File: src/rtl/bin_to_bcd_pkg.sv
// Shared constants and state encoding for the sequential binary-to-BCD converter.
package bin_to_bcd_pkg;

    localparam int BIN_W       = 14;
    localparam int DIGITS      = 4;
    localparam int ACC_DIGITS  = 5;
    localparam int MAX_DISPLAY = 9999;

    // Counter value on the cycle that performs the final (14th) shift.
    localparam logic [3:0] ITER_LAST = 4'd13;

    typedef enum logic {
        IDLE  = 1'b0,
        SHIFT = 1'b1
    } state_t;

endpackage

File: src/rtl/bcd_add3.sv
// Double-dabble digit corrector: adds 3 to a BCD digit of 5 or more, before the shift doubles it.
module bcd_add3 (
    input  logic [3:0] d,
    output logic [3:0] q
);

    assign q = (d >= 4'd5) ? d + 4'd3 : d;

endmodule

File: src/rtl/bin_to_bcd_seq.sv
// Iterative 14-bit binary to 4-digit BCD converter; one shift per cycle, result in 14 cycles.
// bcd_out/ovf hold between conversions; start is ignored while busy.
module bin_to_bcd_seq #(
    parameter int BIN_W  = 14,
    parameter int DIGITS = 4
) (
    input  logic                  clk,
    input  logic                  reset,
    input  logic                  start,
    input  logic [BIN_W-1:0]      bin_in,
    output logic                  ready,
    output logic [DIGITS*4-1:0]   bcd_out,
    output logic                  ovf,
    output logic                  out_valid
);

    import bin_to_bcd_pkg::*;

    localparam int ACC_W = ACC_DIGITS * 4;
    localparam int OUT_W = DIGITS * 4;

    state_t             state;
    state_t             state_nx;
    logic [BIN_W-1:0]   bin_sr;
    logic [ACC_W-1:0]   acc;
    logic [ACC_W-1:0]   acc_adj;
    logic [ACC_W-1:0]   acc_nx;
    logic [BIN_W-1:0]   bin_nx;
    logic [3:0]         iter;
    logic               last_shift;

    // Digits are corrected independently; no carry crosses a digit boundary.
    for (genvar g = 0; g < ACC_DIGITS; g++) begin : g_adj
        bcd_add3 u_add3 (
            .d (acc[g*4 +: 4]),
            .q (acc_adj[g*4 +: 4])
        );
    end

    assign acc_nx     = {acc_adj[ACC_W-2:0], bin_sr[BIN_W-1]};
    assign bin_nx     = {bin_sr[BIN_W-2:0], 1'b0};
    assign last_shift = (state == SHIFT) && (iter == ITER_LAST);
    assign ready      = (state == IDLE);

    always_ff @(posedge clk or posedge reset) begin
        if (reset) begin
            state <= IDLE;
        end else begin
            state <= state_nx;
        end
    end

    always_comb begin
        state_nx = state;
        case (state)
            IDLE:    if (start) state_nx = SHIFT;
            SHIFT:   if (iter == ITER_LAST) state_nx = IDLE;
            default: state_nx = IDLE;
        endcase
    end

    always_ff @(posedge clk or posedge reset) begin
        if (reset) begin
            bin_sr    <= '0;
            acc       <= '0;
            iter      <= '0;
            bcd_out   <= '0;
            ovf       <= 1'b0;
            out_valid <= 1'b0;
        end else begin
            out_valid <= 1'b0;
            if (state == IDLE) begin
                if (start) begin
                    bin_sr <= bin_in;
                    acc    <= '0;
                    iter   <= '0;
                end
            end else begin
                bin_sr <= bin_nx;
                acc    <= acc_nx;
                iter   <= iter + 4'd1;
            end
            // The top accumulator digit only feeds the overflow flag.
            if (last_shift) begin
                bcd_out   <= acc_nx[OUT_W-1:0];
                ovf       <= |acc_nx[ACC_W-1:OUT_W];
                out_valid <= 1'b1;
            end
        end
    end

endmodule
File: config.mk
export PLATFORM = sky130hd
export DESIGN_NAME = bin_to_bcd_seq
export DESIGN_NICKNAME = d
export VERILOG_FILES = /design/src/rtl/bin_to_bcd_pkg.sv /design/src/rtl/bcd_add3.sv /design/src/rtl/bin_to_bcd_seq.sv
export SDC_FILE = /design/constraint.sdc
export NUM_CORES = 1
export LEC_CHECK = 0
export BUFFER_PORTS_ARGS = -buffer_cell sky130_fd_sc_hd__buf_2
export CAP_MARGIN = 15
export CORE_ASPECT_RATIO = 0.5
export CORE_MARGIN = 4
export CORE_UTILIZATION = 30
export DETAILED_ROUTE_END_ITERATION = 8
export PLACE_DENSITY = 0.54
export SYNTH_ARGS = -nofsm -noshare
export SYNTH_HDL_FRONTEND = slang
export SYNTH_SLANG_ARGS = --single-unit
File: constraint.sdc
create_clock -name clk -period 2.5 [get_ports clk]
set_input_delay 0.5 -clock clk [delete_from_list [all_inputs] [get_ports clk]]
set_output_delay 0.5 -clock clk [all_outputs]
set_load 0.1 [all_outputs]
Yosys cells after proc, flatten, opt, wreduce, memory -nomap -nowiden

Cells that the tools add are included.

Flip-flop bits (word level): 57
Input port bits: 17
Output and inout port bits: 19
Word-level logic and storage cells: 38

Add/sub/neg operators: 6
Order comparisons: 5
Equal/unequal tests: 1
Mux-type cells: 15
Bitwise logic cells: 1
Reduce and logical (&&, ||, !) cells: 3

Operators by type and width:

| kind                                                              | number |
|---|---|
| two-way mux 20 bit                                                | 2 |
| two-way mux 14 bit                                                | 2 |
| two-way mux 4 bit                                                 | 6 |
| greater-or-equal comparator 4 x 3 -> 1 bit, second input constant | 5 |
| adder 4 x 2 -> 4 bit, second input constant                       | 4 |
| adder 4 x 1 -> 4 bit, second input constant                       | 1 |
| == test 4 bit, second input constant                              | 1 |
| OR reduction 4 bit                                                | 1 |
| adder 3 x 2 -> 3 bit, second input constant                       | 1 |
| two-way mux 1 bit                                                 | 3 |
| two-way mux 3 bit                                                 | 1 |
| case mux 1 bit (2 select lines)                                   | 1 |
| nonzero test 2 bit                                                | 1 |
| logical AND 1 bit                                                 | 1 |
| inverter 1 bit                                                    | 1 |

Longest topological paths before layout

Gate-level depths: netlist (run 1).

Depth in word-level cells: 3
Mapped depth: 6
Gate-level depth less buffers: 6

By module

Synthesis (run 1) repeated with hierarchy kept, for this count alone.

Cell total of the unflattened synthesis: 317
Area, all modules: 2830.2 µm²

Modules (own cells, without submodules):

| module         | instances | cells an instance | area each (µm²) | seq. area each (µm²) |
|---|---|---|---|---|
| bin_to_bcd_seq | 1         | 237               | 2323.5          | 1426.4 |
| bcd_add3       | 5         | 16                | 101.3           | 0.0 |

Worst setup path after synthesis (run 1)

Ideal clock, no wire load.

Path type: register to output
Start: register state
End: output ready
Data arrival time: 1.569 ns
Required time: 2.000 ns
Setup slack: 0.431 ns
Cell stages (with the launch flop): 3
Path buffers: 1
Cells stage by stage: dfrtp_1 > inv_2 > clkbuf_1

Cells in the longest elaborated chain, start to end: 1

Ends and longest elaborated chain:

| item                   | RTL line             | text |
|---|---|---|
| from (decl)            | bin_to_bcd_seq.sv:22 | `state_t state;` |
| from (signal assigned) | bin_to_bcd_seq.sv:49 | `state <= state_nx;` |
| inverter 1 bit         | --                   |  |
| to (decl)              | bin_to_bcd_seq.sv:11 | `output logic ready,` |

Every way passes these cells.

Worst setup path after layout (run 1)

Ends and elaborated chain as after synthesis.

==> summary.txt, run 1 <==
Timing
  – Fin. max-slew vios: 0
  – Slew @ Worst Pin: 0.613 ns
  – Slew HR: 59.1%
  – Setup Skew: 0.00452 ns
  – Final min period: 1.84 ns
  – Post-route clock period utilization: 73.6%
  – RSZ-0062 raised after global routing: no
  – Max Clock Freq: 543 MHz
  – Final Setup Violations: 0
  – Hold Fails Final Rpt: 0
  – Fin Setup TNS: 0 ns

Worst setup path
  – Startpoint Class: flip-flop
  – Worst path cell trace: inv_2, buf_2
  – Worst EP required: 2.00 ns
  – R2R Setup Slk: 0.71 ns
  – Worst R2R End: acc[10]$_DFFE_PP0P_
  – Worst Setup End Kind: primary output
  – Cell depth of the worst setup path: 2
  – CP Buf/Inv Count: 2
  – Kind of critical path: reg2out
  – Crit-path max FO: 7
  – Slowest CP cell: dfrtp_1
  – Crit path capture: ready
  – CP peak stage delay: 0.49 ns
  – CP Launch Point: state$_DFF_PP0_
  – R2R Path Start: acc[8]$_DFFE_PP0P_
  – Largest delay contributor family on the critical path: buffers and inverters
  – Reg2reg path depth: 6
  – Crit path DAT: 1.34 ns

Yosys
  – Netlist cell types: 34
  – Syn avg cell area: 9.96 um^2
  – YS warnings: 0
  – Main synth FF type: dfrtp_1
  – Top cell type's share of synthesized area: 51.3%
  – Post-synth EDFFs: 0
  – Top cells by area, synth: dfrtp_1 (51%), o21ai_0 (7.0%), nand2_1 (6.8%)
  – Synth async-reset ratio: 100%
  – Number of synthesized register bits: 57
  – Mapped Cells: 279
  – Syn_nets: 308
  – Post-synthesis sequential area ratio: 51.3%
  – Largest area contributor in the netlist: dfrtp_1
  – Synthesized area: 0.00278 mm^2

Clocking
  – CTS tree: yes
  – Post-CTS sizing: 0
  – Setup bufs post-CTS: 0
  – Clock tree root buffer cell: clkbuf_16
  – H-tree levels: 3
  – CTS sink count: 57
  – Post-cts hold buffer count: 0
  – Cts bufs inserted: 9
  – Worst skew pair latency: 0.33 ns
  – Clock Tree Buf Depth: 2
  – CTS clk-pin slew, worst paths: 0.05 ns

Cells and area
  – Most common cell after layout, fill and taps aside: dfrtp_1
  – Net count, final: 346
  – Most frequent cells in the layout: dfrtp_1 (57), nand2_1 (50), o21ai_0 (39), buf_2 (35), mux2i_1 (17)
  – Area Growth Syn to Fin: 21.8%
  – Diodes inserted: 0
  – Layout cells sized above 1: 21.4%

Floorplanning
  – IO Pins: 36
  – Die area: 0.0110 mm^2
  – Die width: 144 um
  – Die height: 76.1 um
  – FP Rows: 24
  – Initial Utilization: 31.4%
  – Core area: 0.00886 mm^2

Placement
  – Port buffer count: 35
  – GPL Wtd Cong: 0.767
  – Final HPWL DP: 4310 um

Drt
  – Routed WL: 6380 um
  – Vias/cell: 4.88
  – Drt first pass iters: 6
  – DRC: 0
  – DRT antenna net count: 0
  – Wirelength per Cell: 14.5 um
  – Via count: 2,144
  – First DRT Iteration DRCs: 136

Global route
  – Largest net degree at the start of global routing: 37
  – Initial antenna violation count: 0
  – Number of global-route vias before repair: 2,152
  – Grt ovf: 0
  – First-pass GRT wire length: 10,600 um
  – GRT Util Overall: 12.3%

Run status
  – Status: finished, final reports clean

Flow run
  – Max-cap violations: 0

Hold path
  – Hold crit path type: in2async
[worst min-delay path by stage]
stage	from	end	slack (ns)	depth (start not counted)
finish	reset	bcd_out[2]$_DFFE_PP0P_	0.24	2
global placement	bin_sr[11]$_DFFE_PP0P_	bin_sr[12]$_DFFE_PP0P_	0.46	2
floorplan	bin_sr[11]$_DFFE_PP0P_	bin_sr[12]$_DFFE_PP0P_	0.45	2
CTS	reset	out_valid$_DFF_PP0_	0.26	2
detailed placement	bcd_out[5]$_DFFE_PP0P_	bcd_out[5]$_DFFE_PP0P_	0.47	2
global route	reset	bcd_out[2]$_DFFE_PP0P_	0.30	2
[synth_stat cells, types with 3 or more instances]
cell type,n
nor2_1,5
a21oi_2,3
clkbuf_1,5
o21ai_0,39
mux2i_1,17
mux2_2,4
dfrtp_1,57
ha_1,12
nand2_1,50
inv_1,13
nor3b_1,8
a21o_1,3
nand2b_1,5
and3_1,3
nor3_1,4
o22ai_1,11
nand3_1,4
a21oi_1,12
buf_2,6
xnor2_1,4
[cells by family (layout without fill, tap and decap cells)]
| logic type | after synthesis | in the layout | synth area share [%] |
|---|---|---|---|
| AND/OR/NAND/NOR | 82 | 82 | 14.2 |
| AO/OA/AOI/OAI | 76 | 76 | 16.1 |
| flip-flops | 57 | 57 | 51.3 |
| buffers and inverters | 27 | 70 | 3.96 |
| multiplexers | 21 | 21 | 7.74 |
| adder cells (fa/ha/maj) | 12 | 12 | 5.40 |
| XOR/XNOR | 4 | 4 | 1.26 |
[layer usage]
layer,up-vias,part of all wire [%],global-route usage (%),wire length [um]
li1,1049,-,-,-
met1,1036,44,15.3,2840
met4,0,2.3,4.66,148
met5,-,0,0,0
met3,12,5.9,5.33,379
met2,47,47,18.9,3010
[area by class of cell]
cell class / instances / area [um^2]
repair buffers: 39 / 218
fillers: 874 / 5470
multi-input cells: 195 / 1240
flip-flops and latches: 57 / 1430
clock inverters: 2 / 10.0
inverters: 15 / 57.6
clock buffers: 14 / 284
well taps: 117 / 146
[state kept, by name, indices dropped and copies added, names as in the netlist]
name	cells
acc	20
bcd_out	16
bin_sr	14
iter	4
out_valid	1
ovf	1
state	1
[metrics by stage]
step	util, %	setup slack, ns	hold slack (ns)	instance area (um^2)	instances
5_1_grt	38.2	0.572	0.301	3390	439
2_1_floorplan	-	0.431	0.449	2780	279
6_report	38.2	0.660	0.244	3390	439
3_5_place_dp	34.9	0.761	0.468	3090	423
3_3_place_gp	34.9	0.817	0.458	3090	423
4_1_cts	38.2	0.641	0.264	3390	439
Power of run 1 is not shown: default switching activity piles up to over one toggle a cycle in this logic, so the estimate is an artifact.
==> run 2, diff against run 1 <==
--- a/config.mk
+++ b/config.mk
@@ -5,13 +5,14 @@
 export SDC_FILE = /design/constraint.sdc
 export NUM_CORES = 1
 export LEC_CHECK = 0
+export ABC_AREA = 1
 export BUFFER_PORTS_ARGS = -buffer_cell sky130_fd_sc_hd__buf_2
 export CAP_MARGIN = 15
 export CORE_ASPECT_RATIO = 0.5
 export CORE_MARGIN = 4
 export CORE_UTILIZATION = 30
 export DETAILED_ROUTE_END_ITERATION = 8
-export PLACE_DENSITY = 0.54
+export PLACE_DENSITY = 0.56
 export SYNTH_ARGS = -nofsm -noshare
 export SYNTH_HDL_FRONTEND = slang
 export SYNTH_SLANG_ARGS = --single-unit
==> constraint.sdc (replaced) <==
create_clock -name clk -period 1.6 [get_ports clk]
set_input_delay 0.32 -clock clk [delete_from_list [all_inputs] [get_ports clk]]
set_output_delay 0.32 -clock clk [all_outputs]
set_load 0.1 [all_outputs]
==> summary.txt, run 2 <==
Timing
  – Slew @ Worst Pin: 0.493 ns
  – Max Clock Freq: 653 MHz
  – Slew HR: 67.4%
  – Fin Setup TNS: 0 ns
  – Final Setup Violations: 0
  – Hold Fails Final Rpt: 0
  – Setup Skew: 0.00403 ns
  – Post-route clock period utilization: 95.7%
  – Final min period: 1.53 ns
  – Fin. max-slew vios: 0
  – RSZ-0062 raised after global routing: no

Clocking
  – Worst skew pair latency: 0.32 ns
  – H-tree levels: 3
  – CTS tree: yes
  – Setup bufs post-CTS: 0
  – CTS clk-pin slew, worst paths: 0.05 ns
  – Clock tree root buffer cell: clkbuf_16
  – Clock Tree Buf Depth: 2
  – CTS sink count: 57
  – Cts bufs inserted: 9

Run status
  – Status: finished, final reports clean

Yosys
  – Largest area contributor in the netlist: dfrtp_1
  – Number of synthesized register bits: 57
  – Synth Area in Compound Gates: 10.8%
  – Post-synthesis simple-gate area fraction: 20.5%
  – Synth cell count leaders: nand2_1 (105), dfrtp_1 (57), o21ai_0 (35), inv_1 (28), nand3_1 (21)
  – Top cells by area, synth: dfrtp_1 (54%), nand2_1 (15%), o21ai_0 (6.7%)
  – Largest family of logic cells by synthesized area: simple AND/OR/NAND/NOR gates
  – Adder-cell share of the synthesized area: 5.71%
  – Main synth FF type: dfrtp_1
  – Top cell type's share of synthesized area: 54.2%
  – Synth async-reset ratio: 100%
  – Mux share of post-synthesis cell area: 0%
  – Synthesized area: 0.00263 mm^2
  – Netlist cell types: 18
  – Post-synthesis xor/xnor area fraction: 2.33%
  – Post-synthesis sequential area ratio: 54.2%
  – Syn_nets: 335
  – Cell with the most instances after synthesis: nand2_1
  – Mapped Cells: 306
  – Post-synth EDFFs: 0
  – YS warnings: 0
  – Syn avg cell area: 8.59 um^2

Worst setup path
  – Reg2reg path depth: 7
  – Worst path cell trace: buf_4, inv_2, buf_12
  – Worst R2R End: bcd_out[6]$_DFFE_PP0P_
  – Kind of critical path: reg2out
  – Largest delay contributor family on the critical path: buffers and inverters
  – Slowest CP cell: dfrtp_1
  – Startpoint Class: flip-flop
  – Crit-path max FO: 11
  – CP peak stage delay: 0.39 ns
  – R2R Path Start: acc[4]$_DFFE_PP0P_
  – CP Buf/Inv Count: 3
  – Worst Setup End Kind: primary output
  – Worst EP required: 1.28 ns
  – Crit path DAT: 1.21 ns
  – R2R Setup Slk: 0.17 ns

Cells and area
  – Layout cells sized above 1: 18.6%
  – Non-filler instance count after layout: 467
  – Net count, final: 379
  – Area Growth Syn to Fin: 25.2%
  – Max reg flops: 20
  – Most flops, register: acc
  – Most frequent cells in the layout: nand2_1 (105), dfrtp_1 (56), o21ai_0 (34), buf_2 (34), inv_1 (27)
  – Top Registers: acc: 20 flops, bcd_out: 16 flops, bin_sr: 14 flops
  – Most common cell after layout, fill and taps aside: nand2_1
  – Diodes inserted: 0

Drt
  – Routed WL: 5630 um
  – Wirelength per Cell: 12.1 um
  – DRC: 0
  – Via count: 2,073
  – Vias/cell: 4.44
  – First DRT Iteration DRCs: 127
  – Drt first pass iters: 4
  – DRT antenna net count: 0

Hold path
  – Hold crit path type: in2async

Placement
  – GPL Wtd Cong: 0.778
  – Placed cells: 451
  – Final HPWL DP: 3860 um
  – Port buffer count: 35

Floorplanning
  – FP Rows: 23
  – IO Pins: 36
  – Die width: 140 um
  – Core area: 0.00826 mm^2
  – Initial Utilization: 31.8%
  – Die height: 74.2 um
  – Die area: 0.0104 mm^2

Global route
  – Initial antenna violation count: 0
  – Grt ovf: 0
  – Number of global-route vias before repair: 2,004
  – Largest net degree at the start of global routing: 58
  – First-pass GRT wire length: 9780 um
  – GRT Util Overall: 12.1%

Flow run
  – Max-cap violations: 0
run 2: cell types whose count changed in the layout (fill, tap and decap cells not counted), moves of 5 or more:
cell | before | now
nand2_1 | 50 | 105
mux2i_1 | 17 | 0
nand3_1 | 4 | 20
inv_1 | 12 | 27
a21oi_1 | 12 | 1
nor3b_1 | 8 | 0
xor2_1 | 0 | 7
nand2b_1 | 5 | 0
o21ai_0 | 39 | 34
run 2: worst register-to-register path: cells and delay by family (launching register included):
family          cells  cell delay (ns)
fa+ha+maj           1             0.16
simple gates        2             0.23
buf+inv             2             0.12
compound gates      2             0.38
flops               1             0.42
run 2: cell type report:
class | count | area (um^2)
flip-flops and latches | 57 | 1430
clock inverters | 2 | 10.0
inverters | 33 | 128
repair buffers | 43 | 263
multi-input cells | 206 | 1040
fillers | 808 | 4970
clock buffers | 14 | 284
well taps | 112 | 140
run 2: worst max-delay path by stage:
stage                                         end                 from  cells after the start
after CTS                                   ready      state$_DFF_PP0_                      3
after global placement    bcd_out[14]$_DFFE_PP0P_  acc[12]$_DFFE_PP0P_                      7
after detailed placement  bcd_out[14]$_DFFE_PP0P_  acc[12]$_DFFE_PP0P_                      7
after global routing                        ready      state$_DFF_PP0_                      3
final                                       ready      state$_DFF_PP0_                      3
after floorplan               acc[11]$_DFFE_PP0P_      state$_DFF_PP0_                      3
run 2: stage by stage:
step / setup slack, ns / hold slack, ns / utilization [%] / cell area (um^2)
after global placement: 0.155 / 0.425 / 36.2 / 2990
after global routing: 0.00665 / 0.103 / 39.9 / 3290
after detailed placement: 0.140 / 0.425 / 36.2 / 2990
after CTS: 0.0476 / 0.0784 / 39.8 / 3290
final: 0.0681 / 0.0697 / 39.9 / 3290
after floorplan: 0.228 / 0.407 / - / 2640
run 2: per-layer routing:
metal	part of all wire (%)	vias to the layer above	GRT usage, %
li1	-	1073	-
met1	50	963	15.8
met2	44	33	18.5
met3	4.8	4	4.43
met4	0.78	0	4.51
met5	0	-	0
run 2: cells by family (layout without fill, tap and decap cells):
family	after synthesis	in the layout
AO/OA/AOI/OAI	52	52
XOR/XNOR	7	7
adder cells (fa/ha/maj)	12	12
buffers and inverters	43	92
flip-flops	57	57
AND/OR/NAND/NOR	135	135
run 2: what timing repair did:
| action | CTS | global route |
|---|---|---|
| hold buffers | 0 | 0 |
| resized for setup | 0 | 3 |
| setup endpoints to repair | 0 | 4 |
Power of run 2 is left out for the same reason.
==> run 3, diff against run 2 <==
--- a/config.mk
+++ b/config.mk
@@ -5,7 +5,6 @@
 export SDC_FILE = /design/constraint.sdc
 export NUM_CORES = 1
 export LEC_CHECK = 0
-export ABC_AREA = 1
 export BUFFER_PORTS_ARGS = -buffer_cell sky130_fd_sc_hd__buf_2
 export CAP_MARGIN = 15
 export CORE_ASPECT_RATIO = 0.5
==> summary.txt, run 3 (same netlist as run 1, synthesis figures left out) <==
Timing
  – Final min period: 1.57 ns
  – Fin Setup TNS: 0 ns
  – Post-route clock period utilization: 98.0%
  – RSZ-0062 raised after global routing: yes
  – Fin. max-slew vios: 0
  – Final WS setup: 0.0319 ns
  – Setup Skew: 0.00682 ns
  – Hold Slack: 0.0652 ns
  – Slew HR: 67.4%
  – Final Setup Violations: 0
  – Slew @ Worst Pin: 0.492 ns
  – Hold Fails Final Rpt: 0
  – Max Clock Freq: 638 MHz

Drt
  – DRT antenna net count: 0
  – Drt first pass iters: 4
  – Wirelength per Cell: 14.1 um
  – DRC: 0
  – Via count: 2,178
  – Routed WL: 6380 um
  – First DRT Iteration DRCs: 69
  – Vias/cell: 4.80

Cells and area
  – Max reg flops: 20
  – Layout cells sized above 1: 28.5%
  – Most flops, register: acc
  – Net count, final: 362
  – Most common cell after layout, fill and taps aside: dfrtp_1
  – Area Growth Syn to Fin: 30.0%
  – Most frequent cells in the layout: dfrtp_1 (56), nand2_1 (50), o21ai_0 (37), buf_2 (34), buf_4 (19)
  – Diodes inserted: 0
  – Top Registers: acc: 20 flops, bcd_out: 16 flops, bin_sr: 14 flops
  – Final design utilization: 40.8%

Floorplanning
  – Die width: 144 um
  – IO Pins: 36
  – Die area: 0.0110 mm^2
  – Initial Utilization: 31.4%
  – Core area: 0.00886 mm^2
  – FP Rows: 24
  – Die height: 76.1 um

Global route
  – GRT Util Overall: 12.5%
  – Largest net degree at the start of global routing: 58
  – Grt ovf: 0
  – Number of global-route vias before repair: 2,317
  – First-pass GRT wire length: 10,900 um
  – Initial antenna violation count: 0

Clocking
  – CTS clk-pin slew, worst paths: 0.05 ns
  – Worst skew pair latency: 0.33 ns
  – Post-cts hold buffer count: 0
  – Clock tree root buffer cell: clkbuf_16
  – CTS tree: yes
  – Cts bufs inserted: 9
  – CTS sink count: 57
  – Clock Tree Buf Depth: 2
  – H-tree levels: 3

Placement
  – GPL Wtd Cong: 0.838
  – Final HPWL DP: 4420 um
  – DP Worst Slack: -0.0424 ns
  – Port buffer count: 35

Run status
  – Status: finished, final reports clean

Worst setup path
  – Worst EP required: 1.84 ns
  – Startpoint Class: flip-flop
  – Crit path DAT: 1.81 ns
  – Kind of critical path: reg2reg
  – Worst Setup End Kind: flip-flop
  – Crit-path max FO: 4

Hold path
  – Hold crit path type: in2async

Flow run
  – Max-cap violations: 0
## run 3: cell types whose count changed in the layout (fill, tap and decap cells not counted), sizes merged, moves of 7 or more
cell / delta
buf: +12
nand2: -55
nand3: -17
nor3b: +8
a21oi: +14
inv: -19
mux2i: +17
xor2: -7
## run 3: what timing repair did
action	CTS	global route
endpoints found under the setup margin	4	8
buffers inserted	1	3
pin swaps	2	4
resized for setup	4	14
## run 3: worst max-delay path: stages (launching register included)
cell	delay (ns)
dfrtp_1	0.42
ha_1	0.20
nand2b_1	0.18
a21oi_2	0.20
mux2_4	0.33
o22ai_1	0.15
## run 3: layout make-up
type                            instances  area, um^2
Timing Repair Buffer                   55         353
Tap cell                              117         146
Clock buffer                           13         270
Inverter                               15        61.3
Fill cell                             833        5250
Clock inverter                          2        60.1
Multi-Input combinational cell        195        1290
Sequential cell                        57        1430
## run 3: layer usage
layer,part of all wire (%),global-route usage (%)
met1,44,15.3
met2,49,20.5
met3,4.4,4.20
met4,1.9,4.56
met5,0,0
## run 3: worst paths after layout
kind / cells past startpoint / slack (ns) / start / endpoint
max: 5 / 0.03 / acc[12]$_DFFE_PP0P_ / acc[14]$_DFFE_PP0P_
min in group clk: 3 / 0.27 / bin_in[0] / bin_sr[0]$_DFFE_PP0P_
min: 3 / 0.07 / reset / bin_sr[0]$_DFFE_PP0P_
min reg2reg: 2 / 0.47 / bcd_out[15]$_DFFE_PP0P_ / bcd_out[15]$_DFFE_PP0P_
max reg2reg: 5 / 0.03 / acc[12]$_DFFE_PP0P_ / acc[14]$_DFFE_PP0P_
max in group asynchronous: 3 / 1.26 / reset / state$_DFF_PP0_
## run 3: metrics by stage
| stage | area (um^2) | std cells |
|---|---|---|
| after CTS | 3550 | 451 |
| after global routing | 3610 | 454 |
| after detailed placement | 3200 | 435 |
| after global placement | 3200 | 435 |
| final | 3610 | 454 |
| after floorplan | 2790 | 279 |
Power of run 3 is left out for the same reason.
